**src/rtl/usb_stream_bidir.sv**
```systemverilog
// usb_stream_bidir: FX2 slave-FIFO master, round-robin OUT/IN service with burst limit and PKTEND on idle timeout; USB_STREAM_XFER_CNT_EN adds transfer counters.
module usb_stream_bidir #(
  parameter int         FIFO_WIDTH  = 16,
  parameter logic [1:0] OUT_EP_ADDR = 2'b00,
  parameter logic [1:0] IN_EP_ADDR  = 2'b10,
  parameter int         PKT_WORDS   = 256,
  parameter int         BURST_LEN   = 64,
  parameter int         PKT_TIMEOUT = 1024
) (
  input  logic                  fx2_ifclk,
  input  logic                  rst,
  input  logic [FIFO_WIDTH-1:0] fx2_fdata_in,
  output logic [FIFO_WIDTH-1:0] fx2_fdata_out,
  output logic                  fx2_fdata_oe,
  input  logic                  fx2_flagc,
  input  logic                  fx2_flagb,
  output logic [1:0]            fx2_faddr,
  output logic                  fx2_slrd,
  output logic                  fx2_slwr,
  output logic                  fx2_sloe,
  output logic                  fx2_pkt_end,
  output logic                  fx2_slcs,
  output logic [FIFO_WIDTH-1:0] data_out,
  output logic                  data_valid,
  input  logic                  sink_ready,
  input  logic [FIFO_WIDTH-1:0] data_in,
  input  logic                  data_in_valid,
  output logic                  data_in_ready
`ifdef USB_STREAM_XFER_CNT_EN
  ,
  output logic [31:0]           rd_count,
  output logic [31:0]           wr_count,
  output logic [15:0]           pe_count
`endif
);
  localparam int BW = $clog2(BURST_LEN + 1);
  localparam int PW = $clog2(PKT_WORDS + 1);
  localparam int TW = $clog2(PKT_TIMEOUT + 1);
  if (FIFO_WIDTH != 8 && FIFO_WIDTH != 16) begin : g_bad_width
    $error("FIFO_WIDTH must be 8 or 16");
  end
  typedef enum logic [2:0] {IDLE, OUT_SEL, OUT_RD, IN_SEL, IN_WR, IN_PKTEND} state_t;
  state_t state, state_nx;
  logic [BW-1:0] burst_cnt;
  logic [PW-1:0] pkt_cnt;
  logic [TW-1:0] tmo_cnt;
  logic last_in, pe_sel;
  logic want_out, want_in, want_pe, want_i, pick_out, rd, wr, pe_fire, burst_end, tmo_hit;
  assign tmo_hit   = tmo_cnt >= TW'(PKT_TIMEOUT) && pkt_cnt != '0;
  assign want_out  = fx2_flagc & sink_ready;
  assign want_in   = fx2_flagb & data_in_valid;
  assign want_pe   = fx2_flagb & ~data_in_valid & tmo_hit;
  assign want_i    = want_in | want_pe;
  assign pick_out  = want_out & (~want_i | last_in);
  assign rd        = state == OUT_RD && fx2_flagc && sink_ready;
  assign wr        = state == IN_WR && data_in_valid && fx2_flagb;
  assign pe_fire   = state == IN_PKTEND && fx2_flagb;
  assign burst_end = burst_cnt == BW'(BURST_LEN - 1);
  assign fx2_fdata_out = data_in;
  assign fx2_slcs      = 1'b0;
  always_ff @(posedge fx2_ifclk or posedge rst)
    if (rst) state <= IDLE;
    else state <= state_nx;
  always_comb begin
    state_nx = state;
    case (state)
      IDLE:      state_nx = pick_out ? OUT_SEL : want_i ? IN_SEL : IDLE;
      OUT_SEL:   state_nx = OUT_RD;
      OUT_RD:    state_nx = (!rd || burst_end) ? IDLE : OUT_RD;
      IN_SEL:    state_nx = pe_sel ? IN_PKTEND : IN_WR;
      IN_WR:     state_nx = (!wr || burst_end) ? IDLE : IN_WR;
      IN_PKTEND: state_nx = fx2_flagb ? IDLE : IN_PKTEND;
      default:   state_nx = IDLE;
    endcase
  end
  always_comb begin
    fx2_sloe      = ~(state == OUT_SEL || state == OUT_RD);
    fx2_slrd      = ~rd;
    fx2_slwr      = ~wr;
    fx2_pkt_end   = ~pe_fire;
    fx2_fdata_oe  = state == IN_SEL || state == IN_WR;
    fx2_faddr     = (state == IN_SEL || state == IN_WR || state == IN_PKTEND) ? IN_EP_ADDR : OUT_EP_ADDR;
    data_in_ready = state == IN_WR && fx2_flagb;
  end
  // Timeout only runs while a partial packet is open; a committed or empty packet holds it at zero.
  always_ff @(posedge fx2_ifclk or posedge rst)
    if (rst) begin
      burst_cnt  <= '0;
      pkt_cnt    <= '0;
      tmo_cnt    <= '0;
      last_in    <= 1'b1;
      pe_sel     <= 1'b0;
      data_out   <= '0;
      data_valid <= 1'b0;
    end else begin
      data_valid <= rd;
      if (rd) data_out <= fx2_fdata_in;
      if (state == IDLE) pe_sel <= want_pe;
      burst_cnt <= (state == OUT_SEL || state == IN_SEL) ? '0 : burst_cnt + BW'(rd | wr);
      if (state == OUT_RD && state_nx == IDLE) last_in <= 1'b0;
      if (state == IN_WR && state_nx == IDLE) last_in <= 1'b1;
      pkt_cnt <= pe_fire ? '0 : !wr ? pkt_cnt : pkt_cnt == PW'(PKT_WORDS - 1) ? '0 : pkt_cnt + PW'(1);
      tmo_cnt <= (pe_fire || wr || pkt_cnt == '0) ? '0 : tmo_cnt == TW'(PKT_TIMEOUT) ? tmo_cnt : tmo_cnt + TW'(1);
    end
`ifdef USB_STREAM_XFER_CNT_EN
  always_ff @(posedge fx2_ifclk or posedge rst)
    if (rst) begin
      rd_count <= '0;
      wr_count <= '0;
      pe_count <= '0;
    end else begin
      rd_count <= rd_count + 32'(rd);
      wr_count <= wr_count + 32'(wr);
      pe_count <= pe_count + 16'(pe_fire);
    end
`endif
endmodule

```
**config.mk**
```make
export PLATFORM = sky130hd
export DESIGN_NAME = usb_stream_bidir
export DESIGN_NICKNAME = d
export VERILOG_FILES = /design/src/rtl/usb_stream_bidir.sv
export SDC_FILE = /design/constraint.sdc
export NUM_CORES = 1
export LEC_CHECK = 0
export ABC_AREA = 1
export CAP_MARGIN = 40
export CORE_ASPECT_RATIO = 0.6
export CORE_MARGIN = 4
export CORE_UTILIZATION = 45
export CTS_BUF_LIST = sky130_fd_sc_hd__clkbuf_16
export CTS_CLUSTER_DIAMETER = 200
export CTS_CLUSTER_SIZE = 12
export DETAILED_ROUTE_END_ITERATION = 10
export GPL_TIMING_DRIVEN = 0
export HOLD_SLACK_MARGIN = 0.03
export PLACE_DENSITY = 0.78
export SLEW_MARGIN = 10
export SYNTH_ARGS = -nofsm -noshare
export SYNTH_HDL_FRONTEND = slang
export SYNTH_SLANG_ARGS = --single-unit
```
**constraint.sdc**
```tcl
create_clock -name fx2_ifclk -period 5.25 [get_ports fx2_ifclk]
set_clock_uncertainty 0.1 [all_clocks]
set_input_delay 1.05 -clock fx2_ifclk [delete_from_list [all_inputs] [get_ports fx2_ifclk]]
set_output_delay 1.05 -clock fx2_ifclk [all_outputs]
set_load 0.02 [all_outputs]
```
# ---- Word-level counts from Yosys, hierarchy flattened
# Cells that the tools add are included.
dict set report totals {
  reg_bits 49
  output_inout_bits 42
  wordCells 76
}
dict set report classes {
  addsub 3
  order_cmp 1
  eq_ne 9
  mux 16
  bitwise_logic 14
  n_reduce_logical 25
}
# cell n
set op_table {}
lappend op_table {{$mux W9} 3}
lappend op_table {{$mux W11} 2}
lappend op_table {{$pmux W3 S6} 1}
lappend op_table {{$add A11 B1 Y11 const B} 1}
lappend op_table {{$eq A11 B11 Y1 const B} 1}
lappend op_table {{$ge A11 B11 Y1 const B} 1}
lappend op_table {{$add A9 B1 Y9 const B} 1}
lappend op_table {{$eq A9 B8 Y1 const B} 1}
lappend op_table {{$logic_and A1 B1 Y1} 9}
lappend op_table {{$logic_not A9 Y1} 1}
lappend op_table {{$reduce_bool A9 Y1} 1}
lappend op_table {{$logic_or A1 B1 Y1} 8}
lappend op_table {{$mux W2} 4}
lappend op_table {{$add A7 B1 Y7} 1}
lappend op_table {{$eq A7 B6 Y1 const B} 1}
lappend op_table {{$mux W7} 1}
lappend op_table {{$eq A3 B2 Y1 const B} 2}
lappend op_table {{$eq A3 B3 Y1 const B} 2}
lappend op_table {{$logic_not A3 Y1} 2}
lappend op_table {{$mux W3} 2}
lappend op_table {{$not A1 Y1} 6}
lappend op_table {{$and A1 B1 Y1} 5}
lappend op_table {{$reduce_bool A2 Y1} 2}
lappend op_table {{$eq A3 B1 Y1 const B} 1}
lappend op_table {{other kinds (4)} 9}

# ---- Logic depth before layout (Yosys ltp)
# Gate-level depths: netlist of the first run.
dict set report depth {
  depth_word 13
  depth_mapped 14
}

# ---- Worst setup path before layout of the first run
# OpenSTA, ideal clock, no wires.
dict set report synth_timing {
  kind {input -> output}
  start {input fx2_flagc}
  end {output fx2_slrd}
  arrival_ps 1703
  t_required_ps 4100
  setup_slack_ps 2397
  stages 4
  path_buffers 1
  cell_sequence {nand2_1 nor2_4 inv_4 clkbuf_1}
}
dict set report synth_via {
  elab_chain_len 3
}
# item line
set synth_rtl {}
lappend synth_rtl {{start, declared} 15} ;# input logic fx2_flagc,
lappend synth_rtl {{$logic_and A1 B1 Y1 (2 in a row)} 55} ;# assign rd = state == OUT_RD && fx2_flagc && sink_ready;
lappend synth_rtl {{$not A1 Y1} 78} ;# fx2_slrd = ~rd;
lappend synth_rtl {{end, declared} 18} ;# output logic fx2_slrd,
# No other way between the ends.

# ---- Worst setup path after layout of the first run
dict set report layout_timing {
  start {input sink_ready}
  end {output fx2_slrd}
}
dict set report layout_via {
  elab_chain_len 2
}
# item line
set layout_rtl {}
lappend layout_rtl {{start, declared} 25} ;# input logic sink_ready,
lappend layout_rtl {{$logic_and A1 B1 Y1} 55}
lappend layout_rtl {{$not A1 Y1} 78}
# No other way between the ends.

==> results of run 1 <==
==> report_power, final <==
group	internal (W)	total (W)	leakage (nW)	switching (W)
clock network	0.000175	0.000309	0.0672	0.000134
logic	0.000273	0.000628	1.02	0.000355
registers	0.000502	0.000597	0.622	0.0000949
total	0.000949	0.00153	1.71	0.000584
==> cell type report <==
cell class,count,share of cell area (%)
Sequential cell,49,36.0
Clock buffer,5,3.67
Multi-Input combinational cell,212,30.1
Inverter,37,4.15
Buffer,21,4.55
Tap cell,66,2.42
Clock inverter,3,0.551
Timing Repair Buffer,62,18.5
==> flip-flops by register name, indices dropped and copies added (netlist names) <==
register    cells
state           3
data_out       16
tmo_cnt        11
burst_cnt       7
pkt_cnt         9
pe_sel          1
last_in         1
data_valid      1
==> cells by family (layout without fill, tap and decap cells) <==
kind of cell	Yosys count	in the layout	synth area share [%]
AND/OR/NAND/NOR	175	175	30.0
buffers and inverters	58	128	11.6
adder cells (fa/ha/maj)	6	6	2.95
flip-flops	49	49	48.2
XOR/XNOR	3	3	1.03
AO/OA/AOI/OAI	26	26	6.00
other	1	2	0.147
==> synth_stat cells (all sizes together) <==
cell type,n,area [sq um]
a211oi,3,22.5
a21oi,11,55.1
a41oi,1,8.76
buf,20,151
clkbuf,1,3.75
conb,1,3.75
dfrtp,48,1200
dfstp,1,26.3
ha,6,75.1
inv,37,141
nand2,102,395
nand2b,1,6.26
nand3,16,85.1
nand3b,2,15.0
nand4,3,25.0
nor2,39,159
nor3,8,51.3
nor3b,2,15.0
nor4,1,6.26
o21a,1,7.51
o21ai,8,40.0
o22ai,2,18.8
or2,1,6.26
xor2,3,26.3
==> worst max path at each step <==
stage	startpoint	end	slack (ns)
after floorplan	fx2_flagc	fx2_slrd	2.40
after global placement	fx2_flagc	fx2_slrd	1.14
after detailed placement	sink_ready	fx2_slrd	1.14
after CTS	sink_ready	fx2_slrd	1.12
after global routing	sink_ready	fx2_slrd	0.98
final	sink_ready	fx2_slrd	1.14
==> worst reg2reg max path, cell delays in order, from the launching register on <==
cell and delay [ns]:
dfrtp_1 0.47, inv_2 0.14, nand3_2 0.13, nor2_4 0.24, inv_4 0.10, clkbuf_1 0.26, nand2_1 0.13, ha_1 0.19
ha_1 0.17, nand2_1 0.05, inv_1 0.07, nand2_1 0.07, nor2_1 0.14, o22ai_1 0.09, a21oi_1 0.11
==> per-layer routing <==
layer  wire length (um)  global-route usage, %  up-vias
li1                   -                      -     1121
met3                397                   6.73        4
met5                  0                      0        -
met2               2530                   27.6       45
met4                 16                   3.60        0
met1               2690                   23.0      965
==> metrics by stage <==
stage	instance area (sq um)	setup slack (ns)	total power [W]	utilization, %
final	3410	1.14	0.00153	64.8
after global routing	3410	0.984	0.00166	64.8
after CTS	3410	1.12	0.00155	64.8
after detailed placement	3260	1.14	0.00123	62.1
after global placement	3240	1.14	0.00121	61.7
after floorplan	2550	2.40	0.000973	-
==> metrics.csv, run 1 <==
stage,metric,value,unit
critical_path,crit_top_cell,clkdlybuf4s50_1,
drt,totalWireLength,5640,um
grt,antenna_found_initial,0,
flow_run,maxCapViolCount,0,
hold_path,hp-class,reg2reg,
final_layout,final_cell_mix,"nand2_1, clkdlybuf4s50_1, dfrtp_1",
critical_path,cp_slowest_cell,clkdlybuf4s50_1,
placed_design,place_congestion,0.830,
die,core.rowCount,20,
timing,report.final.slew_viol_count,0,
final_layout,seq_area,1230,sq um
critical_path,rr_startpoint,state[2],
critical_path,rr_endpoint,burst_cnt[6],
clock_network,cts.sinks,49,
clock_network,cts_setup_buffers,0,
power,irDropWorstVdd,0.244,mV
die,boundaryPins,80,
critical_path,crit_path_max_fanout,10,
clock_network,cts_tree,done,
grt,grt_pass1_wl,9760,um
die,core,5260,sq um
clock_network,root_buffer,clkbuf_16,
hold_path,min_from,data_out[4],
final_layout,final_layout_size_suffix_gt1_share,12.1,%
power,pwr_density_cell,450,nW/um^2
placed_design,place_hpwl,4420,um
critical_path,critical-path-max-stage-delay,0.70,ns
drt,vias,2135,
final_layout,multi_input_area,1030,sq um
timing,fin_crit_sh,78.3,%
drt,wl_per_cell,12.4,um
final_layout,final_common_cell,nand2_1,
critical_path,cp.required,4.10,ns
timing,slew_headroom,65.7,%
timing,finalCriticalPeriod,4.11,ns
run_status,status,"complete, no violations",
final_layout,nFillCells,443,
yosys,synth_cell_types,36,
placed_design,dp.cells,447,
yosys,ys_seq_area_share,48.2,%
critical_path,r2r_setup_slack,2.72,ns
drt,viasPerCell,4.69,
drt,drtIter0Drc,110,
timing,holdWs,0.370,ns
yosys,yosysWarnings,0,
final_layout,areaGrowthSynthToFinish,33.8,%
clock_network,numCtsBuffers,5,
clock_network,post_cts_resized,0,
clock_network,clock_path_buffers,2,
hold_path,whs_endpoint,data_out[4],
critical_path,path_cells,"clkdlybuf4s50_1, nand2_1, nor2_4, inv_4, clkbuf_1, clkdlybuf4s50_1",
drt,first_pass_iters,4,
clock_network,hold_buffers,0,
timing,rsz0062_at_grt,no,
critical_path,startpoint_type,input pin,
drt,detail-route-antenna-nets,0,
critical_path,path_buf_inv,4,
die,design.die.area,6970,sq um
timing,finalSetupViolCount,0,
clock_network,clk_pin_slew,0.06,ns
die,die_h,66.3,um
placed_design,port_buffers,61,
critical_path,critPathKind,in2out,
yosys,synth.cell_area,2550,sq um
final_layout,layout.nets,432,
grt,grt_use_total,17.5,%
die,start_util,48.5,%
timing,hold_viol,0,
clock_network,htree_levels,2,
final_layout,layout.cells.non_filler,455,
hold_path,holdPathStages,2,
yosys,syn_inst,318,
final_layout,diodes,0,
grt,grt_max_degree,38,
critical_path,arrival,2.96,ns
critical_path,crit_family,buffers and inverters,
clock_network,clk_latency,0.29,ns
timing,tns,0,ns
critical_path,reg2reg_depth,14,
die,die_w,105,um
timing,max_freq,0.243,GHz
yosys,syn_avg_cell_area,8.01,sq um
critical_path,cp_num_cells,6,
yosys,synth-seq-cells,49,
grt,grt_pass1_vias,2089,
drt,drc_errors,0,
timing,tightestPinTransition,0.510,ns
grt,grt_overflow,0,
critical_path,end_kind,primary output,
power,cellLeakagePower,1.71,nW
Power figures use the tool's default switching activity.
==> run 2, diff against run 1 <==
Settings changed: CORE_UTILIZATION 45 to 42, PLACE_DENSITY 0.78 to 0.76.
Clock period 5.25 ns to 3.67 ns, I/O delays scaled along.
==> run 2 against run 1 <==
  * Die area rose by 6.4%
  * Final area rose by 0.29%
  * Utilization fell by 5.2 points
  * Hold slack got worse by 0.00069 ns
  * Clock power rose by 43%
  * Critical endpoint unchanged
  * Worst setup slack got worse by 0.94 ns
  * Critical path depth did not move
  * Register-to-register slack got worse by 1.7 ns
==> metrics.csv, run 2 (same netlist as run 1, synthesis figures left out) <==
stage,metric,value,unit
run_status,status,"complete, no violations",
critical_path,reg2reg_depth,14,
final_layout,final_layout_size_suffix_gt1_share,11.9,%
final_layout,reg_top3,"data_out x16, tmo_cnt x11, pkt_cnt x9",
hold_path,whs_endpoint,data_out[13],
final_layout,final_cell_mix,"nand2_1, clkdlybuf4s50_1, dfrtp_1",
critical_path,cp.required,2.84,ns
critical_path,path_cells,"clkdlybuf4s50_1, nand2_1, nor2_4, inv_4, clkbuf_1, clkdlybuf4s50_1",
final_layout,largest_reg_flops,16,
timing,fin_crit_sh,94.4,%
final_layout,areaGrowthSynthToFinish,34.2,%
hold_path,hp-class,reg2reg,
die,die_w,109,um
timing,report.final.slew_viol_count,0,
critical_path,arrival,2.63,ns
clock_network,post_cts_resized,0,
grt,grt_pass1_vias,2089,
final_layout,regMostFlops,data_out,
critical_path,critical-path-max-stage-delay,0.61,ns
drt,drtIter0Drc,79,
final_layout,diodes,0,
hold_path,holdPathStages,2,
die,core,5730,sq um
clock_network,clock_path_buffers,2,
critical_path,critPathKind,in2out,
placed_design,dpl_cell_area,3280,sq um
critical_path,r2r_setup_slack,1.01,ns
power,pwr_density_cell,643,nW/um^2
timing,rsz0062_at_grt,no,
final_layout,layout.nets,432,
critical_path,crit_family,buffers and inverters,
power,pwr-share-clk,20.0,%
die,start_util,44.5,%
power,p_seq_share,38.7,%
final_layout,nFillCells,507,
power,intPower,0.00136,W
timing,finalSetupViolCount,0,
final_layout,design_area,3420,sq um
final_layout,seq_area,1230,sq um
grt,grt_use_total,17.4,%
clock_network,numCtsBuffers,5,
clock_network,cts_setup_buffers,0,
critical_path,crit_top_cell,clkdlybuf4s50_1,
clock_network,hold_buffers,0,
clock_network,root_buffer,clkbuf_16,
placed_design,port_buffers,61,
die,core.rowCount,21,
drt,drc_errors,0,
power,combPwrFrac,41.2,%
critical_path,rr_endpoint,burst_cnt[6],
final_layout,final_common_cell,nand2_1,
critical_path,startpoint_type,input pin,
critical_path,end_kind,primary output,
timing,finalCriticalPeriod,3.46,ns
grt,antenna_found_initial,0,
drt,viasPerCell,4.65,
critical_path,cp_slowest_cell,clkdlybuf4s50_1,
critical_path,cp_num_cells,6,
drt,vias,2175,
critical_path,crit_path_max_fanout,10,
flow_run,maxCapViolCount,0,
clock_network,cts_tree,done,
clock_network,htree_levels,2,
grt,grt_max_degree,33,
drt,detail-route-antenna-nets,0,
timing,tns,0,ns
final_layout,multi_input_area,1030,sq um
die,die_h,68.3,um
power,irDropWorstVdd,0.288,mV
clock_network,clk_latency,0.29,ns
placed_design,place_hpwl,4720,um
power,switching_share,38.3,%
clock_network,cts.sinks,49,
die,boundaryPins,80,
timing,hold_viol,0,
hold_path,min_from,data_out[13],
grt,grt_pass1_wl,9960,um
die,design.die.area,7410,sq um
drt,first_pass_iters,4,
placed_design,place_congestion,0.860,
power,switching_power,0.000842,W
drt,totalWireLength,5990,um
clock_network,clk_pin_slew,0.06,ns
grt,grt_overflow,0,
drt,wl_per_cell,12.8,um
critical_path,path_buf_inv,4,
critical_path,rr_startpoint,state[2],
power,cellLeakagePower,1.70,nW
timing,max_freq,0.289,GHz
## run 2: cell count changes in the layout (fill, tap and decap cells not counted), sizes merged
cell	change
inv	-1
clkinv	+1
clkinvlp	-1
## run 2: area by class of cell
| class | count | area share, % |
|---|---|---|
| Clock inverter | 2 | 0.330 |
| Timing Repair Buffer | 62 | 18.5 |
| Inverter | 37 | 4.14 |
| Multi-Input combinational cell | 212 | 30.0 |
| Buffer | 21 | 4.54 |
| Sequential cell | 49 | 35.9 |
| Clock buffer | 5 | 3.66 |
| Tap cell | 80 | 2.93 |
## run 2: per-stage QoR
step | utilization [%] | power (W) | hold WS, ns | cells | worst slack (ns)
global placement | 56.9 | 0.00173 | 0.352 | 460 | 0.200
global route | 59.7 | 0.00236 | 0.388 | 468 | 0.0856
CTS | 59.7 | 0.00221 | 0.372 | 468 | 0.179
floorplan | - | 0.00139 | 0.335 | 319 | 1.18
finish | 59.7 | 0.00220 | 0.369 | 468 | 0.206
detailed placement | 57.3 | 0.00177 | 0.359 | 461 | 0.188
## run 2: tightest hold or removal path, delay by kind of cell (launching register included)
family / cells / cell delay [ns]
simple gates: 2 / 0.10
flops: 1 / 0.34
## run 2: layer usage
metal  track usage, %  part of all wire, %  vias up
met4             3.78                 0.73        0
li1                 -                    -     1120
met2             26.6                   46       50
met3             3.86                  4.7        7
met1             25.2                   49      998
met5                0                    0        -
## run 2: power by group through the flow
stage | clock, W | sequential (W) | combinational, W
after floorplan | 0 | 0.000940 | 0.000452
after global placement | 0 | 0.000851 | 0.000879
after detailed placement | 0 | 0.000857 | 0.000911
after CTS | 0.000445 | 0.000849 | 0.000915
after global routing | 0.000472 | 0.000879 | 0.00101
final | 0.000441 | 0.000851 | 0.000907
## run 2: how the worst max path moves through the flow
stage	slack, ns	end	from
after detailed placement	0.19	fx2_slrd	fx2_flagc
after global placement	0.20	fx2_slrd	fx2_flagc
after global routing	0.09	fx2_slrd	fx2_flagc
after CTS	0.18	fx2_slrd	fx2_flagc
final	0.21	fx2_slrd	fx2_flagc
after floorplan	1.18	burst_cnt[6]	fx2_flagc
